**src/rtl/minas_pkg.sv**
```systemverilog
// minas_pkg: shared grid constants, engine states and cell indexing for the reveal engine
package minas_pkg;

    localparam int GRID  = 8;
    localparam int CELLS = GRID * GRID;
    localparam int CNT_W = 4;
    localparam int IDX_W = $clog2(CELLS);

    typedef enum logic [2:0] {IDLE, LOAD, READY, SWEEP, LOST, WON} state_t;

    function automatic logic [IDX_W-1:0] cell_idx(input logic [2:0] x, input logic [2:0] y);
        return IDX_W'(y) * IDX_W'(GRID) + IDX_W'(x);
    endfunction

endpackage

```
**src/rtl/neighbor_scan.sv**
```systemverilog
// neighbor_scan: combinational in-bounds 8-neighbour mask of cell idx, gated by map
// Ports: map (per-cell input bits), idx (centre cell), nbr (map bits of the in-bounds neighbours, no wrap)
module neighbor_scan
    import minas_pkg::*;
(
    input  logic [CELLS-1:0] map,
    input  logic [IDX_W-1:0] idx,
    output logic [CELLS-1:0] nbr
);

    function automatic logic near(input logic [2:0] a, input logic [2:0] b);
        return ({1'b0, a} == {1'b0, b}) || ({1'b0, a} == {1'b0, b} + 4'd1) || ({1'b0, b} == {1'b0, a} + 4'd1);
    endfunction

    for (genvar j = 0; j < CELLS; j++) begin : g_cell
        localparam logic [2:0] XJ = 3'(j % GRID);
        localparam logic [2:0] YJ = 3'(j / GRID);
        assign nbr[j] = map[j] && (idx != IDX_W'(j)) && near(XJ, idx[2:0]) && near(YJ, idx[5:3]);
    end

endmodule

```
**src/rtl/cell_reveal_engine.sv**
```systemverilog
// cell_reveal_engine: minesweeper game state with neighbour counts, flood reveal, flags and win/loss
// Ports: clk/reset (sync, active-high); board_load + cell_matrix start a game;
//        sel_x/sel_y + reveal_req/flag_req act on the selected cell; q_x/q_y query a cell
//        combinationally (q_revealed, q_flagged, q_bomb, q_count); revealed_map, flag_map,
//        revealed_total, busy, game_over, game_won report game state.
// Build option: REVEAL_BOMBS_ON_LOSS_EN exposes every bomb when one detonates.
module cell_reveal_engine
    import minas_pkg::*;
(
    input  logic             clk,
    input  logic             reset,
    input  logic             board_load,
    input  logic [63:0]      cell_matrix,
    input  logic [3:0]       sel_x,
    input  logic [3:0]       sel_y,
    input  logic             reveal_req,
    input  logic             flag_req,
    input  logic [2:0]       q_x,
    input  logic [2:0]       q_y,
    output logic             q_revealed,
    output logic             q_flagged,
    output logic             q_bomb,
    output logic [CNT_W-1:0] q_count,
    output logic [63:0]      revealed_map,
    output logic [63:0]      flag_map,
    output logic [6:0]       revealed_total,
    output logic             busy,
    output logic             game_over,
    output logic             game_won
);

    state_t           state;
    logic [CELLS-1:0] bombs;
    logic [CNT_W-1:0] cnt [CELLS];
    logic [6:0]       bomb_pop;
    logic [IDX_W-1:0] idx;
    logic             changed;
    logic [CELLS-1:0] zero_map, scan_map, nbr, loss_map;
    logic [IDX_W-1:0] sel_idx, q_idx;
    logic             sel_ok, win, sweep_hit;

    always_comb begin
        zero_map = '0;
        for (int i = 0; i < CELLS; i++)
            zero_map[i] = cnt[i] == '0;
    end

    // One scanner serves both phases: bomb neighbours while loading, revealed zero cells while sweeping.
    assign scan_map  = state == LOAD ? bombs : revealed_map & zero_map;
    assign sweep_hit = !revealed_map[idx] && !flag_map[idx] && !bombs[idx] && |nbr;
    assign win       = revealed_total == 7'(CELLS) - bomb_pop;
    assign sel_ok    = !sel_x[3] && !sel_y[3];
    assign sel_idx   = cell_idx(sel_x[2:0], sel_y[2:0]);
    assign q_idx     = cell_idx(q_x, q_y);
    assign busy      = state == LOAD || state == SWEEP;

`ifdef REVEAL_BOMBS_ON_LOSS_EN
    assign loss_map = bombs;
`else
    assign loss_map = '0;
`endif

    neighbor_scan u_scan (
        .map(scan_map),
        .idx(idx),
        .nbr(nbr)
    );

    always_ff @(posedge clk) begin
        if (reset) begin
            state          <= IDLE;
            bombs          <= '0;
            bomb_pop       <= '0;
            idx            <= '0;
            changed        <= 1'b0;
            revealed_map   <= '0;
            flag_map       <= '0;
            revealed_total <= '0;
            game_over      <= 1'b0;
            game_won       <= 1'b0;
            for (int i = 0; i < CELLS; i++)
                cnt[i] <= '0;
        end else if (board_load && !busy) begin
            state          <= LOAD;
            bombs          <= cell_matrix;
            bomb_pop       <= '0;
            idx            <= '0;
            revealed_map   <= '0;
            flag_map       <= '0;
            revealed_total <= '0;
            game_over      <= 1'b0;
            game_won       <= 1'b0;
        end else begin
            case (state)
                LOAD: begin
                    cnt[idx] <= CNT_W'($countones(nbr));
                    bomb_pop <= bomb_pop + 7'(bombs[idx]);
                    idx      <= idx + 1'b1;
                    if (idx == IDX_W'(CELLS - 1))
                        state <= READY;
                end
                READY, SWEEP: begin
                    if (win) begin
                        game_won <= 1'b1;
                        state    <= WON;
                    end else if (state == READY) begin
                        if (reveal_req) begin
                            if (sel_ok && !flag_map[sel_idx] && !revealed_map[sel_idx]) begin
                                if (bombs[sel_idx]) begin
                                    revealed_map <= revealed_map | loss_map | (CELLS'(1) << sel_idx);
                                    game_over    <= 1'b1;
                                    state        <= LOST;
                                end else begin
                                    revealed_map[sel_idx] <= 1'b1;
                                    revealed_total        <= revealed_total + 7'd1;
                                    if (cnt[sel_idx] == '0) begin
                                        state   <= SWEEP;
                                        idx     <= '0;
                                        changed <= 1'b0;
                                    end
                                end
                            end
                        end else if (flag_req && sel_ok && !revealed_map[sel_idx])
                            flag_map[sel_idx] <= !flag_map[sel_idx];
                    end else begin
                        if (sweep_hit) begin
                            revealed_map[idx] <= 1'b1;
                            revealed_total    <= revealed_total + 7'd1;
                        end
                        // A pass that revealed anything (including this last cell) triggers another pass.
                        if (idx == IDX_W'(CELLS - 1)) begin
                            if (changed || sweep_hit)
                                changed <= 1'b0;
                            else
                                state <= READY;
                        end else if (sweep_hit)
                            changed <= 1'b1;
                        idx <= idx + 1'b1;
                    end
                end
                default: ;
            endcase
        end
    end

    assign q_revealed = revealed_map[q_idx];
    assign q_flagged  = flag_map[q_idx];
    assign q_bomb     = bombs[q_idx];
    assign q_count    = cnt[q_idx];

endmodule

```
**config.mk**
```make
export PLATFORM = sky130hd
export DESIGN_NAME = cell_reveal_engine
export DESIGN_NICKNAME = d
export VERILOG_FILES = /design/src/rtl/minas_pkg.sv /design/src/rtl/neighbor_scan.sv /design/src/rtl/cell_reveal_engine.sv
export SDC_FILE = /design/constraint.sdc
export NUM_CORES = 1
export LEC_CHECK = 0
export CORE_MARGIN = 2
export CORE_UTILIZATION = 35
export DETAILED_ROUTE_END_ITERATION = 8
export PLACE_DENSITY = 0.6
export REMOVE_ABC_BUFFERS = 1
export SYNTH_ARGS = -nofsm -noshare
export SYNTH_HDL_FRONTEND = slang
export SYNTH_SLANG_ARGS = --single-unit
```
**constraint.sdc**
```tcl
create_clock -name clk -period 10.1 [get_ports clk]
set_clock_uncertainty 0.1 [all_clocks]
set_input_delay 3.03 -clock clk [delete_from_list [all_inputs] [get_ports clk]]
set_output_delay 3.03 -clock clk [all_outputs]
set_load 0.005 [all_outputs]
```
* Word level (Yosys, flattened, before mapping)
Memories as Yosys holds them, arrays and structs flattened.
Cells that the tools add are included.
** Operators by class
- Equality and inequality tests :: 132
- Add/subtract/negate cells :: 71
- Shifts and indexed selects :: 1
- Bitwise logic cells :: 7
- $lt $le $gt $ge :: 5
- Multiply operators :: 0
- Divide/modulo/power cells :: 0
- Mux-type cells :: 69
- Reductions and logical operators :: 330
** Operators with widths (count)
- $mux W64 :: 6
- $logic_not A4 Y1 :: 67
- $logic_and A1 B1 Y1 :: 203
- $ne A6 B6 Y1 const B :: 33
- $or A64 B64 Y64 :: 3
- $ne A6 B5 Y1 const B :: 16
- $add A1 B1 Y2 :: 32
- $and A64 B64 Y64 :: 1
- $bwmux W64 :: 1
- $reduce_or A64 Y1 :: 1
- $shl A1 B6 Y64 const A :: 1
- $bmux W1 S6 :: 9
- $add A2 B2 Y3 :: 16
- $ne A6 B4 Y1 const B :: 8
- $mux W6 :: 7
- $mux W7 :: 5
- $add A3 B3 Y4 :: 8
- $eq A3 B4 Y1 const A :: 8
- $logic_or A1 B1 Y1 :: 32
- $add A4 B4 Y4 :: 7
- $mux W1 :: 27
- $mux W3 :: 9
- $ne A5 B5 Y1 const B :: 5
- $eq A3 B3 Y1 const A :: 8
- other kinds (42) :: 102
** Storage, ports and cells
- Output and inout bits :: 145
- Latch bits :: 0
- Register bits :: 218
- Bits in writable memories :: 256
- Memories kept :: 1
- Input bits :: 83
- Word-level logic and storage cells :: 627
- ROM bits :: 0
** Memory list
- cnt :: words 64, bits a word 4, read ports 66, clocked after memory_dff 0, wr ports 64, line cell_reveal_engine.sv:34 : logic [CNT_W-1:0] cnt [CELLS];

* Depth between registers and ports, before layout
An unclocked memory read counts as a cell.
- Depth after elaboration :: 16
- Depth in mapped cells :: 30
- Mapped depth without buffers :: 25

* By module
A second synthesis with hierarchy kept.
** Unflattened totals
- Cells, all modules :: 3105
- Area total of the unflattened synthesis :: 30704.4 µm²
** By module, submodules not included
- cell_reveal_engine :: cells each 2901, times used 1, seq. area each 12051.6 µm², area an instance 29540.8 µm²
- neighbor_scan :: cells each 204, times used 1, seq. area each 0.0 µm², area an instance 1163.6 µm²

* Least setup slack after synthesis
OpenSTA, ideal clock, no wires.
- Path kind :: input to output
- Start point :: input q_x[0]
- End point :: output q_count[0]
- Arrival :: 5.524 ns
- Required time :: 6.970 ns
- Stages :: 6
- Path slack :: 1.446 ns
- Buffers on the path :: 3
- Path through :: clkbuf_1 buf_1 buf_1 mux4_2 mux4_2 mux4_2
** Between the ends
- Longest elaborated chain between the ends :: 2
** Ends and longest elaborated chain
- from (decl) :: line cell_reveal_engine.sv:18 : input logic [2:0] q_x,
- $add A6 B3 Y6 :: line minas_pkg.sv:12 : return IDX_W'(y) * IDX_W'(GRID) + IDX_W'(x);
- $mem_v2 Z64 W4
- to (decl) :: line cell_reveal_engine.sv:23 : output logic [CNT_W-1:0] q_count,
No other way between the ends.

==> flow_summary_export.csv <==
group,metric,value,unit
die,die_h,298,um
detailed_routing,drcViolationCount,0,
sta,fin_crit,9.17,ns
clock_network,cts_root_buf,"clkbuf_16",
cells_and_area,areaGrowthSynthToFinish,17.8,%
die,dieArea,88800,um^2
cells_and_area,fin_cells,4259,
detailed_routing,vias,28100,
clock_network,cts_setup_buffers,0,
sta,final_hold_viol_count,0,
global_route,grt_pass1_vias,26700,
power,power.switching,1.24,mW
synthesis,synth.distinct_cells,90,
setup_path,required,10.38,ns
synthesis,synth-async-reset-ratio,0,
run,drv_cap,0,
min_path,min-delay-path-class,"reg2reg",
sta,tns,0,ns
synthesis,synth_common_cells,"nand2_1, nor2_1, edfxtp_1",
sta,rsz0062_at_grt,"false",
power,pwr-share-clk,0.445,
place,placed_cells_incl_taps,4152,
detailed_routing,top_layer,"met5",
sta,slew_headroom,0.0849,
power,p_per_area,135,nW/um^2
clock_network,cts_tree,"done",
setup_path,crit_start,"idx[0]",
cells_and_area,drive_gt1_frac,0.154,
synthesis,synth_area_leaders,"edfxtp_1, mux4_2, dfxtp_1",
detailed_routing,routed_wl,136,mm
clock_network,cts_made_buffers,54,
detailed_routing,viasPerCell,6.61,
setup_path,cp-start-kind,"register",
synthesis,ys_ff_latch,474,
clock_network,clk_latency,0.64,ns
die,fp.dieW,298,um
synthesis,yosysWarnings,0,
synthesis,synthesis.area,30200,um^2
sta,finalCritPeriodShare,0.908,
cells_and_area,nets,3223,
place,dp_hpwl,98.0,mm
place,io_buffers,227,
detailed_routing,firstDrtPassIters,7,
power,p_int,3.56,mW
sta,finalMaxSlewViolations,0,
global_route,grt_max_degree,78,
global_route,track_usage,0.299,
synthesis,yosysTopAreaCellShare,0.254,
power,pwr-share-seq,0.447,
clock_network,cts.sinks,474,
global_route,antenna_found_initial,6,
setup_path,r2r_start,"idx[0]",
synthesis,synth.largest_area_cell,"edfxtp_1",
global_route,overflow,0,
detailed_routing,initialDrtViolationCount,4483,
sta,finalSetupViolCount,0,
power,p_comb_frac,0.109,
clock_network,ctsResizeCount,0,
setup_path,path_max_fanout,64,
die,core_region_area,85400,um^2
power,sw_frac_of_total,0.258,
power,vdd_drop_max,126,uV
synthesis,syn_inst,2961,
synthesis,ys_seq_area_frac,0.398,
cells_and_area,nFillCells,8355,
clock_network,cts_max_level,2,
setup_path,crit_type,"reg2reg",
die,rows,107,
min_path,min-delay-start,"changed",
run_status,status,"finished clean",
detailed_routing,ant_nets,0,
clock_network,clockBufferDepth,3,
die,ios,228,
setup_path,critical_path.max_stage_delay,1.03,ns
detailed_routing,wl_per_cell,32.0,um
detailed_routing,route.met2.wl,58.3,mm
synthesis,synth-edff-count,256,
clock_network,clk_pin_slew,0.06,ns
clock_network,cts_hold_buffers,0,
synthesis,synthMostInstantiatedCell,"nand2_1",
power,p_leak,12.3,nW
setup_path,crit_top_cell,"fa_1",
sta,tightest_slew,1.36,ns
detailed_routing,wl_met1,50.8,mm
sta,clock.fmax,109,MHz
detailed_routing,dr_wl_met3,18.4,mm
synthesis,synth_area_per_cell,10.2,um^2
global_route,grt_pass1_wl,196,mm
setup_path,cp_slowest_cell,"a2111oi_0",
synthesis,synthFlopType,"edfxtp_1",
setup_path,end_kind,"register",
setup_path,arrival,9.44,ns
die,start_util,0.354,
place,gp_congestion,1.10,
## layout by cell type (no fill, tap or decap), types with 11 or more instances in the layout
cell             instances
o21ai_0                107
nor3_1                  25
or4_1                   17
mux4_2                 215
clkbuf_16               59
xnor2_1                 14
or3_1                   12
edfxtp_1               256
mux2i_1                 25
nor2b_1                 16
ha_1                    25
o22ai_1                 78
nand2_1                333
a31oi_1                 37
nand2b_1                81
clkdlybuf4s50_1        219
fa_1                    50
inv_1                   71
a21oi_1                180
a211oi_1                16
nor4bb_1                30
a22oi_1                 15
nor4_1                  88
a2111oi_0               14
buf_4                   97
nor2_1                 288
a32o_1                  67
and3_1                 144
dfxtp_1                215
nand4_1                 22
nand3_1                 39
o211ai_1                11
## cell families after synthesis
| family | share of synthesized area |
|---|---|
| xor gates and xnor gates | 0.00608 |
| buffers and inverters | 0.0492 |
| adders and majority gates | 0.0441 |
| AOI/OAI and AO/OA | 0.134 |
| muxes | 0.172 |
| and+or+nand+nor | 0.196 |
| DFF | 0.398 |
## final cells by class
cell class	count	area, um^2	share of cell area
antenna	5	12.5	0.000351
clock buffer	77	1640	0.0460
clock inverter	25	314	0.00882
inverter	75	282	0.00790
multi-input combinational	2132	16800	0.472
sequential	474	12100	0.338
tap	1144	1430	0.0402
timing repair buffer	327	3090	0.0866
## critical path, delay by kind of cell (launching register included)
family | cells | cell delay, ns
XOR/XNOR | 1 | 0.17
flip-flops | 1 | 0.60
AO/OA/AOI/OAI | 5 | 1.93
AND/OR/NAND/NOR | 1 | 0.08
adder cells (fa/ha/maj) | 11 | 5.18
buffers and inverters | 7 | 0.76
## worst paths after layout
check                                   to  slack, ns  cells after the start
worst max-delay path            cnt[19][3]       0.93                     25
worst min-delay path               changed       0.39                      2
worst max register to register  cnt[19][3]       0.93                     25
worst min register to register     changed       0.39                      2
## metal layers
layer / vias to the layer above / track usage
li1: 11500 / -
met1: 13900 / 0.389
met2: 2244 / 0.440
met3: 498 / 0.100
met4: 6 / 0.160
met5: - / 0
## power groups by stage
stage          clock network (mW)  registers [mW]  logic, mW
2_1_floorplan                   0            2.15      0.264
4_1_cts                      2.15            2.14      0.504
3_3_place_gp                    0            2.18      0.500
5_1_grt                      2.22            2.15      0.542
3_5_place_dp                    0            2.18      0.503
6_report                     2.13            2.14      0.520
## sequential cells by signal, indices dropped and copies added (netlist names)
name	count
revealed_total	7
state	3
cnt	256
game_won	1
bomb_pop	7
flag_map	64
game_over	1
revealed_map	64
changed	1
idx	6
bombs	64
## through the flow
step | instance area (um^2) | util | hold WS, ns | total power, mW | worst slack (ns)
final | 35600 | 0.417 | 0.391 | 4.79 | 0.931
after global routing | 35600 | 0.417 | 0.425 | 4.91 | 0.537
after CTS | 35600 | 0.417 | 0.390 | 4.79 | 0.966
after detailed placement | 33700 | 0.394 | 0.380 | 2.68 | 0.972
after global placement | 33700 | 0.394 | 0.365 | 2.68 | 1.01
after floorplan | 29000 | - | 0.345 | 2.42 | -1.61
Power figures use the tool's default switching activity.
